--- src/rtl/or1200_mult_pkg.sv ---
// Shared definitions for the OR1200 pipelined multiplier / MAC: op encoding,
// product-width helper and operand extension.
package or1200_mult_pkg;

  typedef enum logic [1:0] {
    OpMulu = 2'b00,
    OpMuls = 2'b01,
    OpMac  = 2'b10,
    OpMsb  = 2'b11
  } op_e;

  localparam int unsigned MaxWidth = 64;

  function automatic int unsigned prod_width(input int unsigned width);
    return 2 * width;
  endfunction

  // Zero-extends for MULU, sign-extends otherwise; caller slices the low 2*width bits.
  function automatic logic [2*MaxWidth-1:0] ext_operand(input logic [MaxWidth-1:0] v,
                                                        input int unsigned        width,
                                                        input op_e                op);
    logic [MaxWidth-1:0] lo;
    logic                sgn;
    lo  = v & ((64'd1 << width) - 64'd1);
    sgn = (op != OpMulu) && (|(v & (64'd1 << (width - 1))));
    return sgn ? (({(2 * MaxWidth){1'b1}} << width) | {{MaxWidth{1'b0}}, lo})
               : {{MaxWidth{1'b0}}, lo};
  endfunction

endpackage

--- src/rtl/or1200_mult_mac_pipe_if.sv ---
// Operand/result handshake bundle of the pipelined multiplier; slave is the
// multiplier side, master the issuing/consuming side.
interface or1200_mult_mac_pipe_if #(
  parameter int unsigned WIDTH = 32
);
  localparam int unsigned PW = 2 * WIDTH;

  logic             flush_i;
  logic             in_valid_i;
  logic             in_ready_o;
  logic [1:0]       op_i;
  logic [WIDTH-1:0] a_i;
  logic [WIDTH-1:0] b_i;
  logic             acc_clr_i;
  logic             out_valid_o;
  logic             out_ready_i;
  logic [PW-1:0]    p_o;
  logic [PW-1:0]    acc_o;
  logic             ovf_o;

  modport slave (
    input  flush_i, in_valid_i, op_i, a_i, b_i, acc_clr_i, out_ready_i,
    output in_ready_o, out_valid_o, p_o, acc_o, ovf_o
  );

  modport master (
    output flush_i, in_valid_i, op_i, a_i, b_i, acc_clr_i, out_ready_i,
    input  in_ready_o, out_valid_o, p_o, acc_o, ovf_o
  );

endinterface

--- src/rtl/or1200_mult_pipe_stage.sv ---
// One valid+data pipeline slice: moves on adv_i, valid cleared by flush_i
// (flush wins), data only captured for valid entries.
module or1200_mult_pipe_stage #(
  parameter int unsigned DW = 8
) (
  input  logic          clk_i,
  input  logic          rst_ni,
  input  logic          adv_i,
  input  logic          flush_i,
  input  logic          valid_i,
  input  logic [DW-1:0] data_i,
  output logic          valid_o,
  output logic [DW-1:0] data_o
);

  logic          valid_q, valid_d;
  logic [DW-1:0] data_q, data_d;

  always_comb begin
    valid_d = valid_q;
    data_d  = data_q;
    if (flush_i) begin
      valid_d = 1'b0;
    end else if (adv_i) begin
      valid_d = valid_i;
      if (valid_i) data_d = data_i;
    end
  end

  always_ff @(posedge clk_i or negedge rst_ni) begin
    if (!rst_ni) begin
      valid_q <= 1'b0;
      data_q  <= '0;
    end else begin
      valid_q <= valid_d;
      data_q  <= data_d;
    end
  end

  assign valid_o = valid_q;
  assign data_o  = data_q;

endmodule

--- src/rtl/or1200_mult_mac_pipe.sv ---
// Pipelined WIDTHxWIDTH multiplier with optional 2*WIDTH accumulator (MAC/MSB),
// valid/ready handshake with back-pressure and synchronous flush.
module or1200_mult_mac_pipe
  import or1200_mult_pkg::*;
#(
  parameter int unsigned WIDTH  = 32,
  parameter int unsigned STAGES = 3,
  parameter bit          MAC_EN = 1'b1
) (
  input logic                  clk,
  input logic                  rst_n,
  or1200_mult_mac_pipe_if.slave bus
);

  localparam int unsigned PW = prod_width(WIDTH);
  localparam int unsigned OW = 2 + 2 * PW;

  logic          adv;
  logic          out_valid;
  logic          opd_valid [STAGES];
  logic [OW-1:0] opd_data  [STAGES];

  assign adv             = !out_valid || bus.out_ready_i;
  assign bus.in_ready_o  = adv;
  assign bus.out_valid_o = out_valid;

  // Entry 0 is the unregistered input; entries 1..STAGES-1 hold {op, a_ext, b_ext}.
  assign opd_valid[0] = bus.in_valid_i;
  assign opd_data[0]  = {bus.op_i,
                         PW'(ext_operand(MaxWidth'(bus.a_i), WIDTH, op_e'(bus.op_i))),
                         PW'(ext_operand(MaxWidth'(bus.b_i), WIDTH, op_e'(bus.op_i)))};

  for (genvar k = 1; k < STAGES; k++) begin : g_stage
    or1200_mult_pipe_stage #(
      .DW(OW)
    ) u_stage (
      .clk_i  (clk),
      .rst_ni (rst_n),
      .adv_i  (adv),
      .flush_i(bus.flush_i),
      .valid_i(opd_valid[k-1]),
      .data_i (opd_data[k-1]),
      .valid_o(opd_valid[k]),
      .data_o (opd_data[k])
    );
  end

  op_e           fin_op;
  logic [PW-1:0] fin_a, fin_b, prod;

  assign fin_op = op_e'(opd_data[STAGES-1][OW-1 -: 2]);
  assign fin_a  = opd_data[STAGES-1][2*PW-1 -: PW];
  assign fin_b  = opd_data[STAGES-1][PW-1:0];
  // Operands are pre-extended, so the low PW bits are correct for either signedness.
  assign prod   = fin_a * fin_b;

  logic [PW-1:0] acc_q, acc_d, acc_base, acc_sum, res;
  logic          ovf_q, ovf_d, ovf_now;
  logic          is_msb, is_acc_op, acc_load;

  always_comb begin
    is_msb    = (fin_op == OpMsb);
    is_acc_op = MAC_EN && ((fin_op == OpMac) || is_msb);
    acc_load  = opd_valid[STAGES-1] && adv && !bus.flush_i && is_acc_op;
    acc_base  = bus.acc_clr_i ? '0 : acc_q;
    acc_sum   = is_msb ? (acc_base - prod) : (acc_base + prod);
    // Overflow: effective addends share a sign that the result does not.
    ovf_now   = (acc_sum[PW-1] != acc_base[PW-1]) &&
                (is_msb ? (acc_base[PW-1] != prod[PW-1]) : (acc_base[PW-1] == prod[PW-1]));
    res       = is_acc_op ? acc_sum : prod;

    acc_d = acc_q;
    ovf_d = ovf_q;
    if (acc_load) begin
      acc_d = acc_sum;
      ovf_d = (ovf_q && !bus.acc_clr_i) || ovf_now;
    end else if (bus.acc_clr_i) begin
      acc_d = '0;
      ovf_d = 1'b0;
    end
  end

  always_ff @(posedge clk or negedge rst_n) begin
    if (!rst_n) begin
      acc_q <= '0;
      ovf_q <= 1'b0;
    end else begin
      acc_q <= acc_d;
      ovf_q <= ovf_d;
    end
  end

  or1200_mult_pipe_stage #(
    .DW(PW)
  ) u_out (
    .clk_i  (clk),
    .rst_ni (rst_n),
    .adv_i  (adv),
    .flush_i(bus.flush_i),
    .valid_i(opd_valid[STAGES-1]),
    .data_i (res),
    .valid_o(out_valid),
    .data_o (bus.p_o)
  );

  assign bus.acc_o = MAC_EN ? acc_q : '0;
  assign bus.ovf_o = MAC_EN ? ovf_q : 1'b0;

endmodule

--- src/flat_wrapper.sv ---
// flat-port wrapper written by rule: the top's interface ports become plain ports
module or1200_mult_mac_pipe_flat import or1200_mult_pkg::*;
#(
  parameter int unsigned WIDTH  = 32,
  parameter int unsigned STAGES = 3,
  parameter bit          MAC_EN = 1'b1
)
  (clk, rst_n, bus_flush_i, bus_in_valid_i, bus_op_i, bus_a_i, bus_b_i, bus_acc_clr_i, bus_out_ready_i, bus_in_ready_o, bus_out_valid_o, bus_p_o, bus_acc_o, bus_ovf_o);
  or1200_mult_mac_pipe_if #(.WIDTH(WIDTH)) bus_i ();
  input logic clk;
  input logic rst_n;
  input wire logic [$bits(bus_i.flush_i)-1:0] bus_flush_i;
  input wire logic [$bits(bus_i.in_valid_i)-1:0] bus_in_valid_i;
  input wire logic [$bits(bus_i.op_i)-1:0] bus_op_i;
  input wire logic [$bits(bus_i.a_i)-1:0] bus_a_i;
  input wire logic [$bits(bus_i.b_i)-1:0] bus_b_i;
  input wire logic [$bits(bus_i.acc_clr_i)-1:0] bus_acc_clr_i;
  input wire logic [$bits(bus_i.out_ready_i)-1:0] bus_out_ready_i;
  output wire logic [$bits(bus_i.in_ready_o)-1:0] bus_in_ready_o;
  output wire logic [$bits(bus_i.out_valid_o)-1:0] bus_out_valid_o;
  output wire logic [$bits(bus_i.p_o)-1:0] bus_p_o;
  output wire logic [$bits(bus_i.acc_o)-1:0] bus_acc_o;
  output wire logic [$bits(bus_i.ovf_o)-1:0] bus_ovf_o;
  assign bus_i.flush_i = bus_flush_i;
  assign bus_i.in_valid_i = bus_in_valid_i;
  assign bus_i.op_i = bus_op_i;
  assign bus_i.a_i = bus_a_i;
  assign bus_i.b_i = bus_b_i;
  assign bus_i.acc_clr_i = bus_acc_clr_i;
  assign bus_i.out_ready_i = bus_out_ready_i;
  assign bus_in_ready_o = bus_i.in_ready_o;
  assign bus_out_valid_o = bus_i.out_valid_o;
  assign bus_p_o = bus_i.p_o;
  assign bus_acc_o = bus_i.acc_o;
  assign bus_ovf_o = bus_i.ovf_o;
  or1200_mult_mac_pipe #(.WIDTH(WIDTH), .STAGES(STAGES), .MAC_EN(MAC_EN)) u_core (.clk(clk), .rst_n(rst_n), .bus(bus_i));
endmodule
--- config.mk ---
export PLATFORM = sky130hd
export DESIGN_NAME = or1200_mult_mac_pipe_flat
export DESIGN_NICKNAME = d
export VERILOG_FILES = /design/src/rtl/or1200_mult_pkg.sv /design/src/rtl/or1200_mult_mac_pipe_if.sv /design/src/rtl/or1200_mult_pipe_stage.sv /design/src/rtl/or1200_mult_mac_pipe.sv /design/src/flat_wrapper.sv
export SDC_FILE = /design/constraint.sdc
export NUM_CORES = 2
export LEC_CHECK = 0
export ABC_AREA = 1
export BUFFER_PORTS_ARGS = -buffer_cell sky130_fd_sc_hd__buf_2
export CAP_MARGIN = 20
export CORE_ASPECT_RATIO = 0.8
export CORE_MARGIN = 4
export CORE_UTILIZATION = 55
export DETAILED_ROUTE_END_ITERATION = 7
export PLACE_DENSITY = 0.78
export SKIP_CTS_REPAIR_TIMING = 1
export SYNTH_ARGS = -nofsm -noshare
export SYNTH_HDL_FRONTEND = slang
export SYNTH_HIERARCHICAL = 1
export SYNTH_SLANG_ARGS = --single-unit
--- constraint.sdc ---
create_clock -name clk -period 30.2 [get_ports clk]
set_clock_uncertainty 0.05 [all_clocks]
set_input_delay 6.04 -clock clk [delete_from_list [all_inputs] [get_ports clk]]
set_output_delay 6.04 -clock clk [all_outputs]
set_load 0.05 [all_outputs]
==> results summary <==
The flow ran to the end, and the final reports show no timing, DRC or antenna violations. The aggregate global-route resource usage came out at 35.0%. In this run the worst path has a maximum fanout of 38. The part of the Yosys area used for sequential elements came out at 11.1%. The cell area after technology mapping came out at 88700 sq um.

The maximum count of clock buffers along a single path came out at 3. The ratio of routed vias to standard cells came out at 5.59. The number of routed nets with antenna violations is 0.

Across the run, the number of max-cap violations was 0. Among all flip-flop cells after synthesis, the most frequent one is sky130_fd_sc_hd__dfrtp_1. The region available for standard cell placement spans 160000 sq um.

The compound-gate portion of the synthesized area came out at 3.05%. Of the total synthesized cell area, the portion taken by full adders, half adders and majority gates is 46.7%. By area, the combinational part of the netlist is dominated by adder cells. The fraction of final layout cells sized beyond drive strength 1 came out at 5.23%. The portion of synthesized area spent on multiplexers is 0.0226%. The latest clock arrival within the worst-skew pair is 0.70 ns. The number of remaining DRC errors is 0. The number of nets in the synthesized netlist came out at 13900. The floorplan die area is 168000 sq um. STA classifies the critical path endpoint as a register.

The simple-gate share of the synthesized area is 21.5%. The TritonCTS buffer count is 45. The clock root buffer master is sky130_fd_sc_hd__clkbuf_16. The highest achievable clock rate came out at 73.7 MHz.

Yosys mapped a number of flops with a built-in enable equal to 0. The initial antenna violation count came to 11. The highest cell delay on the worst timing path came out at 0.84 ns.

In this run the worst hold path is classified as reg2reg. The wire length per cell after detailed routing is 21.2 um. By instance count, the cell type seen most on the critical path is sky130_fd_sc_hd__fa_1. The total negative slack for setup checks came out at 0 ns. The total overflow reported by the global router is 0. The deepest level of the CTS H-tree is 2. The via count of the first global-routing pass came out at 79500. The half-perimeter wire length after detailed placement is 232000 um. The setup path with the least slack is of type reg2reg. The mean area per synthesized cell is 7.62 sq um. For the pin with the worst max-slew slack, the measured transition is 1.28 ns. The register-to-register path setup slack is 16.63 ns.

The distinct cell type count of the synthesized netlist is 61. The post-synthesis instance total is 11600. The aggregate routed wire length is 287000 um. Data on the critical path is required at its endpoint by 30.75 ns.

The final critical path time including I/O delays and setup is 13.57 ns. The proportion of register bits with asynchronous set or reset after synthesis is 100%. The last weighted congestion value of the routability-driven placer is 1.01. The die span in x is 457 um.

Dividing the final minimum period by the clock period gives 44.9%. The pin count of the biggest net entering global routing is 100. The count of boundary I/O pins is 203.

The cell with the biggest individual delay on the critical path is sky130_fd_sc_hd__dfrtp_2. The first-pass GRT wire length is 456000 um. The clock sink count is 392. The number of rows in the core area is 131. The worst setup path is launched from a register.

The CTS tree is yes. The clock-pin slew reported for the worst setup and hold paths after clock tree synthesis is 0.06 ns. Setup repair after global routing left no endpoint under its margin. After the first detailed-routing iteration, the DRC count stood at 8070.

The number of warnings issued by yosys is 6. The final-report max-slew violation count was 0. The XOR/XNOR share of the synthesized area is 1.53%. The floorplan die height came out at 367 um. The worst pin sits at a relative slew slack of 13.8%. Setup violations remaining at the end of the flow were counted as 0. For this run, the detailed router's first-pass iteration total came to 6. The via total after detailed routing is 75900.

The number of nets in the finished design is 13700. The hold violation total from the final report is 0. Fill cells in the final layout number 14400. The synthesized flop and latch total came out at 392.

The growth of design area from synthesis to finish is 4.56%. The arrival time at the worst endpoint came out at 14.12 ns. The starting utilization of the core area came out at 55.5%. The count of input and output buffers came out at 202.
[cell type report]
cell class,instances,area [sq um],area share (%)
antenna,3,7.51,0.00810
clock buffer,59,1220,1.31
clock inverter,20,289,0.312
inverter,3129,11800,12.7
multi-input combinational,7482,64600,69.6
sequential,392,9860,10.6
tap,2128,2660,2.87
timing repair buffer,366,2350,2.54
[metal layers]
metal | track usage [%] | vias to the layer above | wire length [um]
li1 | - | 32900 | -
met1 | 48.1 | 37900 | 112000
met2 | 52.2 | 4363 | 124000
met3 | 8.90 | 766 | 34700
met4 | 16.5 | 12 | 16300
met5 | 0 | - | 365
[through the flow]
step / hold WS, ns / util (%) / cell area, sq um / cells / worst slack [ns]
global route: 0.436 / 58.0 / 92700 / 13600 / 16.44
finish: 0.417 / 58.0 / 92700 / 13600 / 16.63
detailed placement: 0.403 / 57.0 / 91100 / 13500 / 16.82
floorplan: 0.387 / - / 88700 / 11600 / 17.64
CTS: 0.418 / 57.9 / 92600 / 13600 / 16.82
global placement: 0.398 / 57.0 / 91000 / 13500 / 16.82
[layout by cell type (no fill, tap or decap), types with 201 or more instances in the layout]
master	count
sky130_fd_sc_hd__buf_2	201
sky130_fd_sc_hd__dfrtp_1	350
sky130_fd_sc_hd__fa_1	1832
sky130_fd_sc_hd__ha_1	375
sky130_fd_sc_hd__inv_1	3116
sky130_fd_sc_hd__nand2_1	3633
sky130_fd_sc_hd__nand3_1	210
sky130_fd_sc_hd__nand4_1	360
sky130_fd_sc_hd__nor2_1	282
sky130_fd_sc_hd__o21ai_0	212
[worst paths after layout]
| kind | startpoint | end | cells past startpoint |
|---|---|---|---|
| setup / recovery | u_core/g_stage[2].u_stage/data_o[1] | u_core/u_out/data_o[57] | 47 |
| hold / removal | u_core/u_out/data_o[3] | u_core/u_out/data_o[3] | 2 |
| setup reg to reg | u_core/g_stage[2].u_stage/data_o[1] | u_core/u_out/data_o[57] | 47 |
| hold reg to reg | u_core/u_out/data_o[3] | u_core/u_out/data_o[3] | 2 |
| max in group asynchronous | rst_n | u_core/g_stage[2].u_stage/data_o[43] | 3 |
| min in group asynchronous | rst_n | u_core/g_stage[2].u_stage/data_o[78] | 1 |
[cells by family (layout without fill, tap and decap cells)]
group	after synthesis	after routing
buf+inv	3760	3574
flops	392	392
fa+ha+maj	2207	2207
other cells	0	3
simple gates	4632	4632
mux	2	2
xor+xnor	149	149
compound gates	492	492
[registers in the layout, indices dropped and copies added, names as in the netlist]
name,flops
u_core/g_stage.u_stage/valid_o,2
u_core/u_out/valid_o,1
u_core/u_out/data_o,64
u_core/bus.acc_o,64
u_core/g_stage.u_stage/data_o,260
u_core/bus.ovf_o,1
[Yosys cell counts (all sizes together), types with 2 or more instances]
cell type	instances	share of area, %
mux2i	2	0.023
buf	214	1.1
clkinv	2	0.0085
nor3	22	0.16
o221ai	4	0.040
o21ai	230	1.3
or2	30	0.21
nand2	3664	16
inv	3127	13
xor2	94	0.95
ha	375	5.3
nor2	300	1.4
clkbuf	417	1.8
nor4	14	0.12
a21boi	7	0.059
dfrtp	392	11
a21o	11	0.093
fa	1832	41
nand3b	17	0.14
xnor2	55	0.57
and2	2	0.017
nand3	218	1.3
o211ai	10	0.085
a221oi	2	0.020
nand4	362	2.6
o21bai	5	0.042
a31oi	28	0.20
o21a	10	0.085
o2111ai	3	0.030
o31ai	5	0.042
a21oi	173	0.99
[critical path, delay by kind of cell (launching register included)]
kind	cells	cell delay, ns
adder cells (fa/ha/maj)	12	5.93
flip-flops	1	0.84
buffers and inverters	9	1.12
AO/OA/AOI/OAI	5	1.51
XOR/XNOR	2	0.56
AND/OR/NAND/NOR	19	3.46
Power is left out: the tool's default activity adds up to more than one toggle a clock period on the data nets, which glitch-free logic cannot reach.
